**src/rtl/result_pkg.sv**
```systemverilog
// -----------------------------------------------------------------------------
// result_pkg
// Shared definitions for the result collector: word widths, error-flag bit
// positions and the packed FIFO entry layout {err, data}.
// -----------------------------------------------------------------------------
package result_pkg;

    localparam int RESULT_DATA_W = 32;
    localparam int RESULT_ERR_W  = 2;

    // Bit positions inside error_flag
    localparam int ERR_OVF  = 0;
    localparam int ERR_EVEN = 1;

    // One buffered result; err occupies the upper bits so the packed value
    // equals {error_flag, processed_data}.
    typedef struct packed {
        logic [RESULT_ERR_W-1:0]  err;
        logic [RESULT_DATA_W-1:0] data;
    } result_entry_t;

endpackage

```
**src/rtl/result_collector_if.sv**
```systemverilog
// -----------------------------------------------------------------------------
// result_collector_if
// Handshake bundle of the result collector.
//   Input side : in_valid, processed_data, error_flag (from the processing stage)
//   Output side: out_valid, out_data, out_err (to the host), out_ready (from host)
// Modports:
//   slave  - the collector (consumes the input side, drives the output side)
//   master - the environment around it
// -----------------------------------------------------------------------------
interface result_collector_if;
    import result_pkg::*;

    logic                     in_valid;
    logic [RESULT_DATA_W-1:0] processed_data;
    logic [RESULT_ERR_W-1:0]  error_flag;

    logic                     out_valid;
    logic                     out_ready;
    logic [RESULT_DATA_W-1:0] out_data;
    logic [RESULT_ERR_W-1:0]  out_err;

    modport slave (
        input  in_valid,
        input  processed_data,
        input  error_flag,
        input  out_ready,
        output out_valid,
        output out_data,
        output out_err
    );

    modport master (
        output in_valid,
        output processed_data,
        output error_flag,
        output out_ready,
        input  out_valid,
        input  out_data,
        input  out_err
    );

endinterface

```
**src/rtl/result_fifo.sv**
```systemverilog
// -----------------------------------------------------------------------------
// result_fifo
// First-word-fall-through FIFO of result_entry_t.
// Parameters:
//   DEPTH - number of entries, power of two, >= 2
// Ports:
//   clk, reset    - clock (rising edge), asynchronous active-high reset
//   push          - write push_entry this cycle (ignored when full)
//   push_entry    - entry to store
//   pop           - retire the head entry this cycle (ignored when empty)
//   head_entry    - current head entry, all zeros when empty
//   full, empty   - occupancy flags derived from the registered level
//   level         - current occupancy, 0..DEPTH
// -----------------------------------------------------------------------------
module result_fifo
    import result_pkg::*;
#(
    parameter int DEPTH = 8
) (
    input  logic                   clk,
    input  logic                   reset,
    input  logic                   push,
    input  result_entry_t          push_entry,
    input  logic                   pop,
    output result_entry_t          head_entry,
    output logic                   full,
    output logic                   empty,
    output logic [$clog2(DEPTH):0] level
);

    localparam int PTR_W = $clog2(DEPTH);
    localparam int LVL_W = PTR_W + 1;

    result_entry_t     mem [DEPTH];
    logic [PTR_W-1:0]  wr_ptr;
    logic [PTR_W-1:0]  rd_ptr;
    logic [LVL_W-1:0]  level_q;
    logic              do_push;
    logic              do_pop;

    assign full  = (level_q == LVL_W'(DEPTH));
    assign empty = (level_q == '0);
    assign level = level_q;

    // A push while full is lost even if a pop frees a slot in the same cycle.
    assign do_push = push && !full;
    assign do_pop  = pop && !empty;

    // Head is read straight from storage so a word is visible the cycle after
    // it was written; zeroed while empty so stale contents never leak out.
    assign head_entry = empty ? '0 : mem[rd_ptr];

    // Storage carries data only; validity is tracked by the pointers/level.
    always_ff @(posedge clk) begin
        if (do_push) begin
            mem[wr_ptr] <= push_entry;
        end
    end

    // Pointers wrap naturally because DEPTH is a power of two.
    always_ff @(posedge clk or posedge reset) begin
        if (reset) begin
            wr_ptr  <= '0;
            rd_ptr  <= '0;
            level_q <= '0;
        end else begin
            if (do_push) begin
                wr_ptr <= wr_ptr + PTR_W'(1);
            end
            if (do_pop) begin
                rd_ptr <= rd_ptr + PTR_W'(1);
            end
            case ({do_push, do_pop})
                2'b10:   level_q <= level_q + LVL_W'(1);
                2'b01:   level_q <= level_q - LVL_W'(1);
                default: level_q <= level_q;
            endcase
        end
    end

endmodule

```
**src/rtl/result_collector.sv**
```systemverilog
// -----------------------------------------------------------------------------
// result_collector
// Buffers {error_flag, processed_data} words from the processing stage in an
// FWFT FIFO drained over a valid/ready handshake, and keeps saturating counts
// of overflow flags, even-value flags and words dropped on a full buffer.
// Parameters:
//   DEPTH - FIFO entries (power of two, >= 2)
//   CNT_W - width of each statistics counter
// Ports:
//   clk, reset   - clock (rising edge), asynchronous active-high reset
//   bus          - result_collector_if.slave handshake bundle
//   fifo_level   - current FIFO occupancy, 0..DEPTH
//   clear_counts - synchronous clear of all three counters (wins over counting)
//   ovf_count    - saturating count of error_flag[ERR_OVF] on valid cycles
//   even_count   - saturating count of error_flag[ERR_EVEN] on valid cycles
//   drop_count   - saturating count of push candidates lost to a full FIFO
// Build option:
//   RESULT_FILTER_EN - when defined, words with a non-zero error_flag are not
//                      enqueued (still counted as errors, never as drops).
// -----------------------------------------------------------------------------
module result_collector
    import result_pkg::*;
#(
    parameter int DEPTH = 8,
    parameter int CNT_W = 16
) (
    input  logic                   clk,
    input  logic                   reset,
    result_collector_if.slave      bus,
    output logic [$clog2(DEPTH):0] fifo_level,
    input  logic                   clear_counts,
    output logic [CNT_W-1:0]       ovf_count,
    output logic [CNT_W-1:0]       even_count,
    output logic [CNT_W-1:0]       drop_count
);

    result_entry_t in_entry;
    result_entry_t head_entry;
    logic          candidate;
    logic          fifo_full;
    logic          fifo_empty;
    logic          push;
    logic          pop;
    logic          drop;

    function automatic logic [CNT_W-1:0] sat_inc(input logic [CNT_W-1:0] value,
                                                 input logic             inc);
        if (inc && (value != '1)) begin
            return value + CNT_W'(1);
        end
        return value;
    endfunction

    assign in_entry.err  = bus.error_flag;
    assign in_entry.data = bus.processed_data;

`ifdef RESULT_FILTER_EN
    // Only clean results are eligible for the buffer.
    assign candidate = bus.in_valid && (bus.error_flag == '0);
`else
    assign candidate = bus.in_valid;
`endif

    assign push = candidate && !fifo_full;
    assign drop = candidate && fifo_full;
    assign pop  = bus.out_ready && !fifo_empty;

    result_fifo #(
        .DEPTH (DEPTH)
    ) u_fifo (
        .clk        (clk),
        .reset      (reset),
        .push       (push),
        .push_entry (in_entry),
        .pop        (pop),
        .head_entry (head_entry),
        .full       (fifo_full),
        .empty      (fifo_empty),
        .level      (fifo_level)
    );

    // out_valid depends only on registered state, never on in_valid/out_ready.
    assign bus.out_valid = !fifo_empty;
    assign bus.out_data  = head_entry.data;
    assign bus.out_err   = head_entry.err;

    // Error counting looks at every valid word, whether or not it was buffered.
    always_ff @(posedge clk or posedge reset) begin
        if (reset) begin
            ovf_count  <= '0;
            even_count <= '0;
            drop_count <= '0;
        end else if (clear_counts) begin
            ovf_count  <= '0;
            even_count <= '0;
            drop_count <= '0;
        end else begin
            ovf_count  <= sat_inc(ovf_count,  bus.in_valid && bus.error_flag[ERR_OVF]);
            even_count <= sat_inc(even_count, bus.in_valid && bus.error_flag[ERR_EVEN]);
            drop_count <= sat_inc(drop_count, drop);
        end
    end

endmodule

```
**src/flat_wrapper.sv**
```systemverilog
// flat-port wrapper written by rule: the top's interface ports become plain ports
module result_collector_flat import result_pkg::*;
#(
    parameter int DEPTH = 8,
    parameter int CNT_W = 16
)
  (clk, reset, fifo_level, clear_counts, ovf_count, even_count, drop_count, bus_in_valid, bus_processed_data, bus_error_flag, bus_out_ready, bus_out_valid, bus_out_data, bus_out_err);
  result_collector_if bus_i ();
  input  logic clk;
  input  logic reset;
  output logic [$clog2(DEPTH):0] fifo_level;
  input  logic clear_counts;
  output logic [CNT_W-1:0] ovf_count;
  output logic [CNT_W-1:0] even_count;
  output logic [CNT_W-1:0] drop_count;
  input wire logic [$bits(bus_i.in_valid)-1:0] bus_in_valid;
  input wire logic [$bits(bus_i.processed_data)-1:0] bus_processed_data;
  input wire logic [$bits(bus_i.error_flag)-1:0] bus_error_flag;
  input wire logic [$bits(bus_i.out_ready)-1:0] bus_out_ready;
  output wire logic [$bits(bus_i.out_valid)-1:0] bus_out_valid;
  output wire logic [$bits(bus_i.out_data)-1:0] bus_out_data;
  output wire logic [$bits(bus_i.out_err)-1:0] bus_out_err;
  assign bus_i.in_valid = bus_in_valid;
  assign bus_i.processed_data = bus_processed_data;
  assign bus_i.error_flag = bus_error_flag;
  assign bus_i.out_ready = bus_out_ready;
  assign bus_out_valid = bus_i.out_valid;
  assign bus_out_data = bus_i.out_data;
  assign bus_out_err = bus_i.out_err;
  result_collector #(.DEPTH(DEPTH), .CNT_W(CNT_W)) u_core (.clk(clk), .reset(reset), .bus(bus_i), .fifo_level(fifo_level), .clear_counts(clear_counts), .ovf_count(ovf_count), .even_count(even_count), .drop_count(drop_count));
endmodule
```
**config.mk**
```make
export PLATFORM = sky130hd
export DESIGN_NAME = result_collector_flat
export DESIGN_NICKNAME = d
export VERILOG_FILES = /design/src/rtl/result_pkg.sv /design/src/rtl/result_collector_if.sv /design/src/rtl/result_fifo.sv /design/src/rtl/result_collector.sv /design/src/flat_wrapper.sv
export SDC_FILE = /design/constraint.sdc
export NUM_CORES = 1
export LEC_CHECK = 0
export CORE_ASPECT_RATIO = 0.8
export CORE_MARGIN = 2
export CORE_UTILIZATION = 40
export CTS_CLUSTER_SIZE = 24
export DETAILED_ROUTE_END_ITERATION = 6
export SYNTH_ARGS = -nofsm -noshare
export SYNTH_HDL_FRONTEND = slang
export SYNTH_SLANG_ARGS = --single-unit
```
**constraint.sdc**
```tcl
create_clock -name clk -period 3.75 [get_ports clk]
set_clock_uncertainty 0.15 [all_clocks]
set_input_delay 0.75 -clock clk [delete_from_list [all_inputs] [get_ports clk]]
set_output_delay 0.75 -clock clk [all_outputs]
set_load 0.005 [all_outputs]
```
==> key figures <==
Outcome
  – Status: completed

Die
  – # IOs: 126
  – Die Y: between 150 and 200 um
  – Core ar.: ~34,000 um^2
  – Starting Density: 40.5%
  – Die W: 210 um
  – Placement row count: 60
  – DIE AREA: about 35,000 um^2

GRT
  – Antenna violations before repair: 2
  – Global-route wire length before repair: between 40 and 50 mm
  – All-Layer GR Usage: roughly 17%
  – Number of global-route vias before repair: slightly below 8,000
  – Largest net degree at the start of global routing: 52
  – GRT overflow: 0

Job
  – Max cap viols: 0

Worst setup path
  – Worst EP arrival: ~2.7 ns
  – CP cell instances: buf_12 -> mux4_2 -> mux2i_1 -> nor2_1 -> clkdlybuf4s50_1
  – Req. time, crit path: approximately 2.9 ns
  – Crit. End Element: primary output
  – CP Buf/Inv Count: 2
  – Crit-path max FO: 19
  – CP max stage cell: dfrtp_4
  – Critical path class: register to primary output
  – Worst Setup Start Kind: register
  – Worst path top cell family by delay: buffers and inverters
  – Slowest stage delay, CP: a little over 0.6 ns

Synth
  – Prevailing post-synth register cell: edfxtp_1
  – Area of the mapped netlist: between 10,000 and 15,000 um^2
  – Dominant cell type by area after synthesis: edfxtp_1
  – Netlist cell types: between 50 and 60
  – Synthesized flop and latch total: 330
  – Syn_area_per_cell: 17.3 um^2
  – Asr flop ratio synth: 17.6%
  – Share of the synthesized area in the top cell type: 60.1%
  – Top post-synthesis cells by area: edfxtp_1 (60%), mux4_2 (11%), dfrtp_1 (11%)
  – Post-Syn Instances: about 780
  – Yosys warns: 0
  – Sequential share of the synthesized area: a little under three quarters
  – Synthesized Nets: a little over 800
  – EDFF count, synth: ~270

Routing
  – Antenna-violating nets left: 0
  – Met1 wire length: ~15 mm
  – Via count: approximately 7,700
  – DRT Wirelength: between 30 and 40 mm
  – Met3 routed WL: roughly 1.4 mm
  – Drt pass-1 iters: 4
  – Met2 routed wirelength: around 14 mm
  – Uppermost layer routed: met5
  – Remaining DRCs: 0
  – Vias per inst: ~5.5
  – Initial DRC Count: around 580
  – Mean routed wirelength per cell: ~22 um

Pwr
  – Leak pwr: between 5 and 6 nW
  – Sequential power share: 41.2%
  – Peak supply drop: around 0.34 mV
  – Sw Share: about 28%
  – Power share of the clock group: approximately 29%
  – Comb power frac: between 30 and 40%
  – Internal: approximately 8.3 mW
  – Cell Pwr Density: around 690 nW/um^2
  – Psw: about 3.3 mW

Finish
  – FILL cells: 2,752
  – Synth-to-Final Area Change: 23.2%
  – Multi-input gate area: 3840 um^2
  – Design area: around 17,000 um^2
  – Antenna cells: 0
  – Fraction of layout cells with a size suffix above 1: 18.9%
  – Seq. cell area: 9630 um^2
  – Fin nets: slightly below 1,000

Clock network
  – CTS Buffer Depth: 3
  – Clk root buf: clkbuf_16
  – H-tree depth: 2
  – CTS sink cnt: 330
  – CTS Buf Count: 36
  – CTS tree: yes
  – Hold-fix buffers at CTS: 0
  – Clock Latency Late Sink: 0.52 ns
  – Reg clk slew, reported paths: ~0.060 ns

Placed design
  – Final GP Congestion: about 0.74
  – Placed cell area: 15,600 um^2
  – Port Buffers: around 130
  – Post-DP HPWL: ~18 mm

Timing
  – RSZ-0062 raised after global routing: no
  – Worst Tran Pin Value: around 0.77 ns
  – Final min period: ~3.6 ns
  – Final setup viols: 0
  – Final hold vios: 0
  – Relative slew margins: between 40% and 50%
  – Period utilisation layout: 96.0%
  – Fin. max-slew vios: 0
  – Fmax: 0.278 GHz
  – Final TNS setup: 0 ns

Worst hold path
  – Hold Crit Class: register to register
registers in the layout, indices dropped and copies added, names as in the netlist:
name	flops
u_core.ovf_count	16
u_core.u_fifo.rd_ptr	3
u_core.u_fifo.mem	272
u_core.even_count	16
u_core.u_fifo.level	4
u_core.u_fifo.wr_ptr	3
u_core.drop_count	16
metal layers:
layer,up-vias,GRT usage [%]
met1,4014,25.2
met4,4,3.95
met3,39,3.84
met5,-,0
met2,143,27.0
li1,3506,-
cells in the mapped netlist (2+ instances only):
cell      instances
and4_1            4
dfrtp_1          58
or4_1            19
o31ai_1          18
mux4_2           68
nor2_1           53
nand2b_1          4
nor3_1           11
xnor2_1           3
o41ai_1           6
o21ai_0          14
xor2_1            5
mux2_2            7
inv_1            10
a41oi_1           2
or3_1             9
edfxtp_1        272
nand4_1          17
ha_1              8
or4b_2            2
mux2i_1          35
nor2b_1           8
buf_2            12
or2_2             3
buf_1             4
a311oi_1          2
nor4_1            6
nand3_1          18
a21oi_1          36
nand2_1          26
o311ai_0          4
clkbuf_1         20
worst paths after layout:
path | end | cells after the start | start | slack [ns]
min in group asynchronous | u_core.drop_count[0] | 2 | reset | 0.48
hold reg to reg | u_core.ovf_count[14] | 1 | u_core.ovf_count[14] | 0.38
hold / removal | u_core.ovf_count[14] | 1 | u_core.ovf_count[14] | 0.38
max in group asynchronous | u_core.ovf_count[6] | 3 | reset | 2.37
setup reg to reg | u_core.u_fifo.level[2] | 10 | u_core.u_fifo.level[0] | 1.12
setup / recovery | bus_out_data[5] | 5 | u_core.u_fifo.rd_ptr[0] | 0.15
cells in the final DEF (no fill, tap or decap), types with 6 or more instances in the layout:
| cell type | count |
|---|---|
| edfxtp_1 | 272 |
| clkdlybuf4s50_1 | 125 |
| mux4_2 | 68 |
| dfrtp_1 | 55 |
| nor2_1 | 47 |
| a21oi_1 | 36 |
| clkbuf_16 | 36 |
| mux2i_1 | 35 |
| nand2_1 | 26 |
| buf_4 | 22 |
| or4_1 | 19 |
| nand3_1 | 18 |
| o31ai_1 | 18 |
| nand4_1 | 17 |
| o21ai_0 | 14 |
| inv_1 | 9 |
| nor3_1 | 9 |
| or3_1 | 9 |
| nor2b_1 | 8 |
| ha_1 | 8 |
| clkinv_2 | 8 |
| buf_12 | 8 |
| mux2_2 | 7 |
| clkbuf_1 | 7 |
| o41ai_1 | 6 |
| nor4_1 | 6 |
| nor2_4 | 6 |
repair_timing:
item | 4_1_cts | 5_1_grt
setup endpoints to repair | 18 | 0
buffers inserted | 1 | 0
gates resized for setup | 0 | 0
area by class of cell:
type | instances | share of cell area [%]
clock buffers | 46 | 5.79
multi-input cells | 408 | 23.0
inverters | 10 | 0.224
well taps | 434 | 3.25
clock inverters | 17 | 0.748
flip-flops and latches | 330 | 57.5
repair buffers | 156 | 9.51
cells by family after synthesis:
family | share of synthesized area (%)
DFF | 70.8
and+or+nand+nor | 7.99
muxes | 14.4
AOI/OAI and AO/OA | 4.10
buffers and inverters | 1.38
xor gates and xnor gates | 0.516
adders and majority gates | 0.737
power by group through the flow:
stage / sequential [mW] / combinational, mW / clock [mW]
after floorplan: 4.69 / 2.05 / 0
after global placement: 4.87 / 3.49 / 0
after detailed placement: 4.89 / 3.51 / 0
after CTS: 4.78 / 3.58 / 3.40
after global routing: 4.82 / 3.79 / 3.54
final: 4.77 / 3.50 / 3.32
metrics by stage:
step	hold WS (ns)	cells	setup WS [ns]	power [mW]	util [%]
2_1_floorplan	0.337	784	0.357	6.74	-
3_3_place_gp	0.370	1337	0.546	8.36	46.6
3_5_place_dp	0.374	1337	0.488	8.39	46.6
4_1_cts	0.390	1401	0.104	11.8	49.9
5_1_grt	0.420	1401	0.0454	12.1	49.9
6_report	0.385	1401	0.149	11.6	49.9
worst register-to-register path, stage by stage (launching register included):
cell and delay (ns):
dfrtp_1 0.50, nor4_4 0.34, inv_1 0.10, and2_1 0.27, ha_1 0.29, xor2_1 0.16, ha_1 0.19, a21oi_1 0.14
xor2_1 0.15, nor2_1 0.06, xor2_1 0.14
No activity file was read; power rests on OpenSTA's default activity.
